--- src/rtl/gen_window_sequencer_if.sv ---
// Beat bus from the window sequencer to the four-lane multiplier stage.
// The master drives frow/check_wcol_out/out_last under out_valid, and the slave answers with out_ready.
interface gen_window_sequencer_if;
    logic        out_valid;
    logic        out_ready;
    logic [31:0] frow;
    logic [1:0]  check_wcol_out;
    logic        out_last;

    modport master (
        output out_valid,
        output frow,
        output check_wcol_out,
        output out_last,
        input  out_ready
    );

    modport slave (
        input  out_valid,
        input  frow,
        input  check_wcol_out,
        input  out_last,
        output out_ready
    );
endinterface

--- src/rtl/gen_window_sequencer.sv ---
// Row/column sweep sequencer for the generate_window multiply stage.
// It walks rows 0..cfg_rows-1, and within each row steps sel through 0..cfg_sel, issuing one beat per step.
module gen_window_sequencer #(
    parameter int unsigned ROW_W = 16
) (
    input  logic                 Clk,
    input  logic                 Rst,
    input  logic                 start,
    input  logic [ROW_W-1:0]     num_rows,
    input  logic [1:0]           last_sel,
    gen_window_sequencer_if.master out_if,
    output logic                 busy,
    output logic                 done
);

    typedef enum logic [1:0] {
        IDLE  = 2'd0,
        ISSUE = 2'd1,
        DONE  = 2'd2
    } state_t;

    state_t           state_q, state_d;
    logic [ROW_W-1:0] row_q, row_d;
    logic [1:0]       sel_q, sel_d;
    logic [ROW_W-1:0] cfg_rows_q, cfg_rows_d;
    logic [1:0]       cfg_sel_q, cfg_sel_d;
    logic             is_last;

    // The last beat is decoded from registered counters only, so out_ready has no combinational path to any output.
    assign is_last = (row_q == (cfg_rows_q - ROW_W'(1))) && (sel_q == cfg_sel_q);

    always_ff @(posedge Clk) begin
        if (Rst) begin
            state_q    <= IDLE;
            row_q      <= '0;
            sel_q      <= '0;
            cfg_rows_q <= '0;
            cfg_sel_q  <= '0;
        end else begin
            state_q    <= state_d;
            row_q      <= row_d;
            sel_q      <= sel_d;
            cfg_rows_q <= cfg_rows_d;
            cfg_sel_q  <= cfg_sel_d;
        end
    end

    always_comb begin
        state_d    = state_q;
        row_d      = row_q;
        sel_d      = sel_q;
        cfg_rows_d = cfg_rows_q;
        cfg_sel_d  = cfg_sel_q;
        unique case (state_q)
            IDLE: begin
                if (start) begin
                    if (num_rows != '0) begin
                        cfg_rows_d = num_rows;
                        cfg_sel_d  = (last_sel == 2'd3) ? 2'd2 : last_sel;
                        row_d      = '0;
                        sel_d      = '0;
                        state_d    = ISSUE;
                    end else begin
                        state_d = DONE;
                    end
                end
            end
            ISSUE: begin
                if (out_if.out_ready) begin
                    if (is_last) begin
                        state_d = DONE;
                    end else if (sel_q != cfg_sel_q) begin
                        sel_d = sel_q + 2'd1;
                    end else begin
                        sel_d = '0;
                        row_d = row_q + ROW_W'(1);
                    end
                end
            end
            DONE: state_d = IDLE;
            default: state_d = IDLE;
        endcase
    end

    always_comb begin
        out_if.out_valid      = 1'b0;
        out_if.frow           = '0;
        out_if.check_wcol_out = '0;
        out_if.out_last       = 1'b0;
        busy                  = 1'b0;
        done                  = 1'b0;
        unique case (state_q)
            ISSUE: begin
                out_if.out_valid      = 1'b1;
                out_if.frow           = 32'(row_q);
                out_if.check_wcol_out = sel_q;
                out_if.out_last       = is_last;
                busy                  = 1'b1;
            end
            DONE:    done = 1'b1;
            default: ;
        endcase
    end

endmodule

--- src/flat_wrapper.sv ---
// flat-port wrapper written by rule: the top's interface ports become plain ports
module gen_window_sequencer_flat 
#(
    parameter int unsigned ROW_W = 16
)
  (Clk, Rst, start, num_rows, last_sel, busy, done, out_if_out_valid, out_if_frow, out_if_check_wcol_out, out_if_out_last, out_if_out_ready);
  gen_window_sequencer_if out_if_i ();
  input  logic Clk;
  input  logic Rst;
  input  logic start;
  input  logic [ROW_W-1:0] num_rows;
  input  logic [1:0] last_sel;
  output logic busy;
  output logic done;
  output wire logic [$bits(out_if_i.out_valid)-1:0] out_if_out_valid;
  output wire logic [$bits(out_if_i.frow)-1:0] out_if_frow;
  output wire logic [$bits(out_if_i.check_wcol_out)-1:0] out_if_check_wcol_out;
  output wire logic [$bits(out_if_i.out_last)-1:0] out_if_out_last;
  input wire logic [$bits(out_if_i.out_ready)-1:0] out_if_out_ready;
  assign out_if_out_valid = out_if_i.out_valid;
  assign out_if_frow = out_if_i.frow;
  assign out_if_check_wcol_out = out_if_i.check_wcol_out;
  assign out_if_out_last = out_if_i.out_last;
  assign out_if_i.out_ready = out_if_out_ready;
  gen_window_sequencer #(.ROW_W(ROW_W)) u_core (.Clk(Clk), .Rst(Rst), .start(start), .num_rows(num_rows), .last_sel(last_sel), .out_if(out_if_i), .busy(busy), .done(done));
endmodule
--- config.mk ---
export PLATFORM = sky130hd
export DESIGN_NAME = gen_window_sequencer_flat
export DESIGN_NICKNAME = d
export VERILOG_FILES = /design/src/rtl/gen_window_sequencer_if.sv /design/src/rtl/gen_window_sequencer.sv /design/src/flat_wrapper.sv
export SDC_FILE = /design/constraint.sdc
export NUM_CORES = 1
export LEC_CHECK = 0
export CAP_MARGIN = 10
export CORE_MARGIN = 3
export CORE_UTILIZATION = 46
export DETAILED_ROUTE_END_ITERATION = 10
export HOLD_SLACK_MARGIN = 0.08
export PLACE_DENSITY = 0.77
export SETUP_SLACK_MARGIN = 0.1
export SLEW_MARGIN = 20
export SYNTH_ARGS = -nofsm -noshare
export SYNTH_HDL_FRONTEND = slang
export SYNTH_SLANG_ARGS = --single-unit
--- constraint.sdc ---
create_clock -name Clk -period 2.7 [get_ports Clk]
set_clock_uncertainty 0.15 [all_clocks]
set_input_delay 0.54 -clock Clk [delete_from_list [all_inputs] [get_ports Clk]]
set_output_delay 0.54 -clock Clk [all_outputs]
set_load 0.02 [all_outputs]
---- After elaboration in Yosys (flattened, before gate mapping) ----
Cells that the tools add are included.
word-level totals
  word-level logic and storage cells ...... 51
  output and inout port bits .............. 38
  register bits ........................... 38
cells by class
  muxes and demuxes ....................... 23
  add/subtract/negate cells ............... 3
  equality and inequality tests ........... 12
  reductions and logical operators ........ 8
operators by type and width
  operator                                                                  number
  16-bit two-way mux                                                        6
  16-bit case mux with 2 select lines                                       1
  2-bit two-way mux                                                         11
  16-bit by 1-bit adder with 16-bit output (second input constant)          1
  16-bit equality test                                                      1
  16-bit nonzero test                                                       1
  16-bit by 1-bit subtractor with 16-bit output (second input constant)     1
  2-bit inequality test (second input constant)                             4
  2-bit case mux with 2 select lines                                        2
  3-bit AND reduction                                                       2
  6-bit AND reduction                                                       1
  5-bit AND reduction                                                       1
  2-bit equality test (second input constant)                               2
  2-bit by 1-bit inequality test with 1-bit output (second input constant)  2
  1-bit two-way mux                                                         3
  2-bit by 1-bit adder with 2-bit output (second input constant)            1
  2-bit by 1-bit equality test with 1-bit output (second input constant)    1
  2-bit equality test                                                       1
  2-bit zero test                                                           1
  2-bit inequality test                                                     1
  2-bit nonzero test                                                        1
  1-bit logical AND                                                         1

---- Depth between registers and ports, before layout ----
  word-level depth ........................ 6
  gate-level depth with buffers ........... 12

---- Worst setup path before layout ----
No wires, ideal clock.
  path type ............................... reg2out
  from .................................... reg u_core.cfg_rows_q[0]
  to ...................................... out out_if_out_last
  required time ........................... 2.010 ns
  arrival ................................. 2.290 ns
  cell stages (with the launch flop) ...... 9
  path buffers ............................ 0
  slack ................................... -0.280 ns
  cell sequence ........................... dfxtp_1 > inv_1 > ha_1 > xnor2_1 > nor4_1 > o2111ai_1 > or3_1 > nor4_1 > and3_1
on the way
  word-level cells in the longest chain between the ends .. 4
ends and longest elaborated chain
  what                                           RTL line                    RTL
  from (decl)                                    gen_window_sequencer.sv:25  logic [ROW_W-1:0] cfg_rows_q, cfg_rows_d;
  from (signal assigned)                         gen_window_sequencer.sv:43  cfg_rows_q <= cfg_rows_d;
  16-bit by 1-bit subtractor with 16-bit output  gen_window_sequencer.sv:30  assign is_last = (row_q == (cfg_rows_q - ROW_W'(1))) && (sel_q == cfg_sel_q);
  16-bit equality test                           gen_window_sequencer.sv:30
  1-bit logical AND                              gen_window_sequencer.sv:30
  1-bit two-way mux                              gen_window_sequencer.sv:92  unique case (state_q)
  to (decl)                                      flat_wrapper.sv:18          output wire logic [$bits(out_if_i.out_last)-1:0] out_if_out_last;
No other way between the ends.

---- Final worst setup path ----
  from .................................... reg u_core.cfg_rows_q[3]
  to ...................................... reg u_core.row_q[3]
on the way
  word-level cells in the longest chain between the ends .. 5
ends and longest elaborated chain
  what                                           RTL line                    RTL
  16-bit by 1-bit subtractor with 16-bit output  gen_window_sequencer.sv:30
  16-bit equality test                           gen_window_sequencer.sv:30
  1-bit logical AND                              gen_window_sequencer.sv:30
  2-bit inequality test (no line)                -
  6-bit AND reduction (no line)                  -
  to (signal assigned)                           gen_window_sequencer.sv:41  row_q <= row_d;
  to (decl)                                      gen_window_sequencer.sv:23  logic [ROW_W-1:0] row_q, row_d;
No other way between the ends.
A chain may end at the register's enable or synchronous reset.

==> impl_metrics.py <==
metrics = {
    "power": {
        "comb_power_share_pct": 42.2,
        "power.share.clock_pct": 23.1,
        "switchingPower_mw": 0.617,
        "seqPwrFrac_pct": 34.6,
        "switching_share_pct": 35.2,
        "power.density_nw_per_um2": 387,
        "p_leak_nw": 2.20,
        "p_total_mw": 1.75,
        "ir_worst_vdd_mv": 0.238,
        "p_int_mw": 1.14,
    },
    "critical_path": {
        "cp_top_family": "simple AND/OR/NAND/NOR gates",
        "crit_path_max_fanout": 6,
        "cp-startpoint": "u_core.cfg_rows_q[3]",
        "r2r-start": "u_core.cfg_rows_q[3]",
        "crit_buf_inv": 4,
        "crit_arrival_ns": 3.34,
        "cpMaxStageDelayCell": "or4_4",
        "crit_path_cell_trace": "nor4_4, buf_4, nand2_1, a21oi_1, buf_4, nor4_4, buf_4, and4bb_1, a21o_4, buf_12, or4_4, a21oi_2",
        "critPathMaxStageDelay_ns": 0.47,
        "end_kind": "flop",
        "start_kind": "flop",
        "required_ns": 2.78,
        "crit_type": "flop to flop",
        "crit_top_cell": "buf_4",
    },
    "clocking": {
        "root_buffer": "clkbuf_8",
        "cts_num_sinks": 38,
        "cts.path.max_buffers": 2,
        "cts_buffers": 5,
        "h-tree-depth": 2,
        "clkSlewWorstSetupHoldPaths_ns": 0.08,
        "insertion_delay_ns": 0.29,
        "cts_tree": "done",
    },
    "routing": {
        "antenna_left": 0,
        "drt_wl_total_um": 11400,
        "drt_iter0_markers": 521,
        "first_pass_iters": 5,
        "drc": 0,
        "wl_per_cell_um": 21.2,
        "vias_per_cell": 6.25,
        "vias": 3364,
    },
    "synthesis": {
        "ys_seq_area_share_pct": 27.9,
        "async_flop_share_pct": 0,
        "ys_seq_elements": 38,
        "synthFlopType": "dfxtp_1",
        "synth.area.top_cells": "dfxtp_1 28%, mux2i_1 9.2%, buf_4 4.7%, and2_1 4.6%, nor2_1 4.3%",
        "synth_top_area_share_pct": 27.9,
        "syn-cell-area_um2": 2730,
        "synth.distinct_cells": 50,
        "synth_area_leader_cell": "dfxtp_1",
        "synth-edff-count": 0,
        "synthCells": 339,
        "avgSynthCellArea_um2": 8.04,
        "yosys_warnings": 0,
    },
    "sta": {
        "hold_viol_final": 0,
        "timing.fmax_mhz": 307,
        "holdWs_ns": 0.348,
        "setup_viol": 20,
        "min_period_ns": 3.26,
        "finalMaxSlewViolations": 0,
        "rsz0062_at_grt": "true",
        "worst_slack_ns": -0.559,
        "worst_pin_slew_ns": 0.553,
        "timing.final.crit_share_pct": 121,
        "relSlewSlack_pct": 63.1,
    },
    "min_path": {
        "hp-class": "flop to flop",
        "hold_start": "u_core.state_q[1]",
    },
    "cells_and_area": {
        "fin_area_um2": 4530,
        "n_antenna_cell": 0,
        "final_nets": 491,
        "syn2layout_area_growth_pct": 66.3,
        "final_layout_size_suffix_gt1_share_pct": 38.6,
        "layout_commonest_cell": "buf_4",
        "final_cell_mix": "83 x buf_4, 29 x nor2_1, 29 x dfxtp_1",
    },
    "run_status": {
        "violations": "negative setup slack",
        "status": "complete, but fails checks",
    },
    "grt": {
        "grt_pass1_vias": 3106,
        "grt_pass1_wl_um": 15100,
        "antenna_found_initial": 0,
        "grt_max_degree": 23,
        "grt_overflow_total": 0,
        "grt_usage_pct": 26.4,
    },
    "floorplanning": {
        "die_w_um": 83.0,
        "initial_core_util_pct": 48.6,
        "dieHeight_um": 83.0,
        "fp-row-count": 27,
        "dieArea_um2": 6880,
        "core_um2": 5610,
        "io_pins": 60,
    },
    "placement": {
        "port_buffers": 43,
        "post_dp_cell_area_um2": 3770,
        "hpwl_um": 6340,
        "gp_congestion": 0.913,
    },
    "job": {
        "maxCapViolCount": 0,
    },
}
==> synth_stat cells (9+ instances only) <==
| cell type | number |
|---|---|
| and2_1 | 20 |
| nand2_1 | 11 |
| buf_4 | 17 |
| a21oi_1 | 21 |
| nand3_1 | 15 |
| clkbuf_1 | 13 |
| xnor2_1 | 9 |
| dfxtp_1 | 38 |
| nor2_1 | 31 |
| xor2_1 | 10 |
| nand2b_1 | 11 |
| or4_1 | 14 |
| mux2i_1 | 25 |
==> through the flow <==
step	worst slack, ns	utilization [%]	instances	setup TNS (ns)
global route	-0.685	80.8	538	-9.27
floorplan	-0.0751	-	354	-0.650
global placement	-0.732	67.3	514	-11.25
CTS	-0.545	74.5	531	-5.13
finish	-0.559	80.8	538	-7.32
detailed placement	-0.719	67.3	514	-13.00
==> power groups by stage <==
stage	sequential [mW]	combinational (mW)	clock [mW]
CTS	0.602	0.608	0.403
global route	0.608	0.776	0.418
detailed placement	0.615	0.508	0
global placement	0.615	0.496	0
floorplan	0.612	0.303	0
finish	0.607	0.740	0.405
==> what timing repair did <==
action	in CTS	in global routing
cloned	3	2
setup buffers	8	5
pin swaps	19	28
hold buffers	0	0
resized for setup	49	67
setup endpoints to repair	54	51
==> cell families after synthesis <==
| logic type | Yosys count | share of synthesized area, % |
|---|---|---|
| other | 1 | 0.138 |
| AND/OR/NAND/NOR | 152 | 33.1 |
| XOR/XNOR | 19 | 6.11 |
| buffers and inverters | 44 | 9.05 |
| flip-flops | 38 | 27.9 |
| AO/OA/AOI/OAI | 58 | 13.6 |
| multiplexers | 25 | 9.18 |
| adder cells (fa/ha/maj) | 2 | 0.918 |
==> registers in the layout, indices dropped and copies added, names as in the netlist <==
| signal | cells |
|---|---|
| u_core.cfg_rows_q | 16 |
| u_core.cfg_sel_q | 2 |
| u_core.row_q | 16 |
| u_core.sel_q | 2 |
| u_core.state_q | 2 |
==> final timing paths <==
kind	end	slack (ns)	depth (start not counted)
setup reg to reg	u_core.row_q[3]	-0.56	12
setup / recovery	u_core.row_q[3]	-0.56	12
hold / removal	u_core.state_q[1]	0.35	1
hold reg to reg	u_core.state_q[1]	0.35	1
==> cell type report <==
| class | count | area (um2) |
|---|---|---|
| Clock buffer | 6 | 82.6 |
| Fill cell | 320 | 1080 |
| Inverter | 8 | 30.0 |
| Multi-Input combinational cell | 272 | 2160 |
| Sequential cell | 38 | 777 |
| Tap cell | 72 | 90.1 |
| Timing Repair Buffer | 142 | 1390 |
==> worst reg2reg max path: stages, from the launching register on <==
cell and delay, ns:
dfxtp_4 0.36, nor4_4 0.39, buf_4 0.20, nand2_1 0.06
a21oi_1 0.38, buf_4 0.22, nor4_4 0.05, buf_4 0.16
and4bb_1 0.21, a21o_4 0.25, buf_12 0.15, or4_4 0.47
a21oi_2 0.14
==> per-layer routing <==
| layer | up-vias | share of wire [%] | track usage (%) |
|---|---|---|---|
| li1 | 1456 | - | - |
| met2 | 276 | 49 | 44.8 |
| met5 | - | 0 | 0 |
| met3 | 69 | 8.7 | 4.37 |
| met4 | 0 | 5.5 | 11.9 |
| met1 | 1563 | 37 | 32.6 |
No activity file was read; power rests on OpenSTA's default activity.
==> RTL edit 1, RTL diff (same settings) <==
`ROW_W` is set to 16 in 2 places; all go to 32.
--- a/src/rtl/gen_window_sequencer.sv
+++ b/src/rtl/gen_window_sequencer.sv
@@ -1,7 +1,7 @@
 // Row/column sweep sequencer for the generate_window multiply stage.
 // It walks rows 0..cfg_rows-1, and within each row steps sel through 0..cfg_sel, issuing one beat per step.
 module gen_window_sequencer #(
-    parameter int unsigned ROW_W = 16
+    parameter int unsigned ROW_W = 32
 ) (
     input  logic                 Clk,
     input  logic                 Rst,
--- a/src/flat_wrapper.sv
+++ b/src/flat_wrapper.sv
@@ -1,7 +1,7 @@
 // flat-port wrapper written by rule: the top's interface ports become plain ports
 module gen_window_sequencer_flat 
 #(
-    parameter int unsigned ROW_W = 16
+    parameter int unsigned ROW_W = 32
 )
   (Clk, Rst, start, num_rows, last_sel, busy, done, out_if_out_valid, out_if_frow, out_if_check_wcol_out, out_if_out_last, out_if_out_ready);
   gen_window_sequencer_if out_if_i ();
Ports: changed (resized num_rows); port bits go from 60 to 76. No check against the original RTL was run, so the function may have changed too.
==> RTL edit 1 against the unedited design <==
  * The run still ends with negative setup slack left
  * Worst setup slack got worse by 0.67 ns
  * Cell area increased by 75%
  * Synthesized area increased by 77%
  * Routed wire length increased by 76%
  * Sequential cell count increased by 32
  * Power increased by 65%
  * Utilization decreased by 1.3 points
  * Critical endpoint is now out_if_out_last
  * Largest power group is now sequential cells
  * Highest routed layer unchanged
==> RTL edit 1: results (changes against the unedited design) <==
yosys:
  synthMuxAreaShare: 0.07475  # was 0.09183
  ys_top_cells_by_area: "dfxtp_1 (29%), mux2i_1 (7.5%), nor2_1 (5.8%), xor2_1 (5.1%), and2_1 (3.9%)"  # was dfxtp_1 (28%), mux2i_1 (9.2%), buf_4 (4.7%), and2_1 (4.6%), nor2_1 (4.3%)
  synth_fa_ha_area_frac: 0.005191  # was 0.009183
  async_flop_share: 0  # unchanged
  synth_xor_area_frac: 0.08357  # was 0.06107
  seq_area_frac_synth: 0.2907  # was 0.2792
  synth_commonest_cells: "nor2_1 (74), dfxtp_1 (70), nand2_1 (37), mux2i_1 (36), and2_1 (30)"  # was dfxtp_1 (38), nor2_1 (31), mux2i_1 (25), a21oi_1 (21), and2_1 (20)
  synth_cell_types: 65  # was 50
sta:
  setup_violations: 37  # was 20
  worstMarginPinSlew_ns: 0.6475  # was 0.5532 ns
  layout_setup_ws_ns: -1.227  # was -0.5587 ns
layout:
  n_fill_cell: 679  # was 320
  drive_above_1_share: 0.3576  # was 0.3863
  biggestRegsByFlops: "u_core.cfg_rows_q (32), u_core.row_q (32)"  # was u_core.cfg_rows_q (16), u_core.row_q (16)
  num-nets-final: 900  # was 491
detailed_routing:
  via_count: 5947  # was 3364
  wl_per_cell_um: 20.04  # was 21.15 um
  wl_met2_um: 9587  # was 5530 um
  first_iter_violations: 425  # was 521
  wl_met1_um: 8211  # was 4234 um
grt:
  grt_first_pass_wirelength_um: 30590  # was 15100 um
  grt_use_total: 0.3377  # was 0.2641
  grt_pass1_vias: 5962  # was 3106
  grt_max_degree: 41  # was 23
critical_path:
  slowest_delay_ns: 0.53  # was 0.47 ns
  critical_path_arrival_ns: 3.24  # was 3.34 ns
  reg2reg_depth: 14  # was 12
  cp_max_fo: 2  # was 6
clock_tree:
  cts_buffers: 9  # was 5
  insertion_delay_ns: 0.35  # was 0.29 ns
  htreeDepth: 3  # was 2
placement:
  gp_congestion: 0.9103  # was 0.9128
  pre_cts_ws_ns: -1.364  # was -0.7194 ns
  place_area_um2: 6964  # was 3772 um2
  port_buffers: 75  # was 43
  dp_hpwl_um: 13760  # was 6341 um
power:
  p_leak_nw: 3.791  # was 2.195 nW
  vdd_ir_drop_max_uv: 234.1  # was 238.0 uV
hold_path:
  hp-class: "input pin to flip-flop"  # was flip-flop to flip-flop
  min_path_cells: 3  # was 1
status:
  violations: "negative setup slack"  # unchanged
  status: "finished with violations"  # unchanged
[RTL edit 1: cells by family after synthesis]
| logic type | Yosys count |
|---|---|
| AOI/OAI and AO/OA | 98 |
| xor gates and xnor gates | 46 |
| adders and majority gates | 2 |
| buffers and inverters | 52 |
| DFF | 70 |
| muxes | 36 |
| and+or+nand+nor | 301 |
[RTL edit 1: where the power goes]
group          switching (W)  internal (W)
Combinational       0.000488      0.000505
Sequential         0.0000360       0.00107
Clock               0.000411      0.000380
Total               0.000935       0.00195
[RTL edit 1: layout make-up]
| cell class | count | area [um2] | area share |
|---|---|---|---|
| clock buffers | 14 | 162.7 | 0.02046 |
| clock inverters | 1 | 5.005 | 0.0006294 |
| inverters | 19 | 71.32 | 0.008969 |
| multi-input cells | 483 | 3562 | 0.4480 |
| flip-flops and latches | 70 | 1406 | 0.1769 |
| well taps | 133 | 166.4 | 0.02093 |
| repair buffers | 277 | 2577 | 0.3242 |
[RTL edit 1: through the flow]
step,cells,setup TNS [ns],hold WS [ns]
2_1_floorplan,605,-21.61,0.2987
3_3_place_gp,953,-40.63,0.3196
3_5_place_dp,953,-44.31,0.3426
4_1_cts,988,-34.63,0.3632
5_1_grt,997,-39.71,0.3697
6_report,997,-37.05,0.3357
[RTL edit 1: timing repair]
| item | CTS | global route |
|---|---|---|
| gates cloned | 7 | 1 |
| endpoints found under the hold margin | 0 | 0 |
| setup endpoints to repair | 97 | 71 |
| buffers inserted | 13 | 12 |
| resized for setup | 93 | 94 |
| pin swaps | 15 | 41 |
[RTL edit 1: final timing paths]
kind | startpoint | slack (ns) | endpoint
setup / recovery | u_core.cfg_rows_q[15] | -1.23 | out_if_out_last
hold / removal | num_rows[18] | 0.34 | u_core.cfg_rows_q[18]
setup reg to reg | u_core.cfg_rows_q[15] | -1.15 | u_core.row_q[30]
hold reg to reg | u_core.state_q[1] | 0.39 | u_core.state_q[0]
[RTL edit 1: layer usage]
| metal | GRT usage | vias to the layer above |
|---|---|---|
| met5 | 0 | - |
| met4 | 0.1740 | 0 |
| met3 | 0.04716 | 77 |
| met2 | 0.5710 | 276 |
| met1 | 0.4173 | 2876 |
| li1 | - | 2718 |
[RTL edit 1: critical path: cells and delay by family (launching register included)]
family                 cells  cell delay (ns)
flip-flops                 1             0.32
XOR/XNOR                   1             0.12
AND/OR/NAND/NOR            7             2.30
buffers and inverters      1             0.15
==> RTL edit 2, RTL diff (same settings) <==
Made on the original files. Make the reset (`Rst`) asynchronous in one clocked block.
--- a/src/rtl/gen_window_sequencer.sv
+++ b/src/rtl/gen_window_sequencer.sv
@@ -29,7 +29,7 @@
     // The last beat is decoded from registered counters only, so out_ready has no combinational path to any output.
     assign is_last = (row_q == (cfg_rows_q - ROW_W'(1))) && (sel_q == cfg_sel_q);
 
-    always_ff @(posedge Clk) begin
+    always_ff @(posedge Clk or posedge Rst) begin
         if (Rst) begin
             state_q    <= IDLE;
             row_q      <= '0;
Function: differs if Rst is asserted again (counterexample within 4 cycles, from zero or initial values and one cycle with Rst high); with Rst held inactive, the same outputs for 10 cycles.
==> RTL edit 2 against the unedited design <==
  * The run still ends with negative setup slack left
  * Largest cell class unchanged
  * Cell area is 6.7% lower
  * Final cell count is 0.37% lower
  * Non-clock buffer count is 6 lower
  * Synthesized area is 4.0% higher
  * Worst setup slack worse by 0.17 ns
  * Utilization is 7.2 points lower
  * Die area is 3.7% higher
  * Sequential cell count stayed put
  * First-iteration DRC count is 72% lower
  * Hold slack better by 0.053 ns
  * Critical path type is now flip-flop to output pin
  * Routed wire length is 26% lower
Power is not compared: it rests on default switching activity, and its combinational part moved more than twofold at a synthesized area within 25%.
==> RTL edit 2: results (changes against the unedited design) <==
sta:
  setup_violations: 21  # was 20
  hold_ws_ns: 0.4008  # was 0.3479 ns
  layout_setup_ws_ns: -0.7274  # was -0.5587 ns
layout:
  drive_above_1_share: 0.3039  # was 0.3863
  multi_input_area_um2: 1872  # was 2160 um2
  n_all_inverters: 7  # was 8
  area_growth_syn_to_layout_pct: 49.16  # was 66.30%
  buffer_area_frac: 0.2864  # was 0.3073
  nNonClkBuffers: 136  # was 142
  seq_share: 0.2254  # was 0.1715
  n_fill_cell: 415  # was 320
  n_clock_buffer: 7  # was 6
  instances_no_fill: 536  # was 538
  ff_latch_area_um2: 953.4  # was 777.0 um2
grt:
  grt_use_total: 0.2315  # was 0.2641
  grtUsageMet1: 0.3184  # was 0.3262
  use_met2: 0.3801  # was 0.4483
  grt_first_pass_wirelength_um: 13320  # was 15100 um
  grt_pass1_vias: 2762  # was 3106
  grt_max_degree: 39  # was 23
  antenna_found_initial: 0  # unchanged
critical_path:
  slowest_delay_ns: 0.59  # was 0.47 ns
  worstReg2RegEnd: "u_core.row_q[13]"  # was u_core.row_q[3]
  critical_path_arrival_ns: 2.74  # was 3.34 ns
  crit_path_end: "out_if_out_last"  # was u_core.row_q[3]
  cp_max_fo: 5  # was 6
yosys:
  synth.most_common_cell: "nand2_1"  # was dfxtp_1
  async_flop_share: 1.000  # was 0
  synth_cell_types: 58  # was 50
  ys_top_cells_by_area: "dfrtp_1 (34%), nand2_1 (8.3%), xnor2_1 (5.6%), buf_4 (4.8%), and2_1 (4.2%)"  # was dfxtp_1 (28%), mux2i_1 (9.2%), buf_4 (4.7%), and2_1 (4.6%), nor2_1 (4.3%)
  synth_commonest_cells: "nand2_1 (63), dfrtp_1 (38), and2_1 (19), buf_4 (18), xnor2_1 (18)"  # was dfxtp_1 (38), nor2_1 (31), mux2i_1 (25), a21oi_1 (21), and2_1 (20)
  syn_area_per_cell_um2: 8.242  # was 8.039 um2
  seq_area_frac_synth: 0.3354  # was 0.2792
detailed_routing:
  wl_met2_um: 4144  # was 5530 um
  wl_met1_um: 3656  # was 4234 um
  wl_per_cell_um: 15.76  # was 21.15 um
  viasPerCell: 5.448  # was 6.253
  first_iter_violations: 148  # was 521
status:
  status: "finished with violations"  # unchanged
  violations: "negative setup slack"  # unchanged
clock_tree:
  cts.path.max_buffers: 2  # unchanged
placement:
  place_area_um2: 3817  # was 3772 um2
  pre_cts_ws_ns: -0.9404  # was -0.7194 ns
  dp_hpwl_um: 6045  # was 6341 um
  gp_congestion: 0.9417  # was 0.9128
power:
  powerSeq_w: 0.000928
-- RTL edit 2: changes by cell type after synthesis, sizes merged, moves of 5 or more --
cell,change
nand2,+52
dfrtp,+38
dfxtp,-38
mux2i,-24
a21oi,-16
nor2,-14
o21ai,+9
xnor2,+9
or4,-6
o31ai,-5
-- RTL edit 2: logic make-up after synthesis --
kind of cell / Yosys count / synth area share
AND/OR/NAND/NOR: 168 / 0.3142
AO/OA/AOI/OAI: 61 / 0.1576
buffers and inverters: 45 / 0.09179
flip-flops: 38 / 0.3354
XOR/XNOR: 27 / 0.08341
adder cells (fa/ha/maj): 2 / 0.008825
multiplexers: 2 / 0.007502
other: 1 / 0.001323
-- RTL edit 2: repair_timing --
action | in CTS | in global routing
cloned | 1 | 0
setup endpoints to repair | 38 | 25
gates resized for setup | 56 | 11
buffers inserted | 13 | 4
pin swaps | 21 | 14
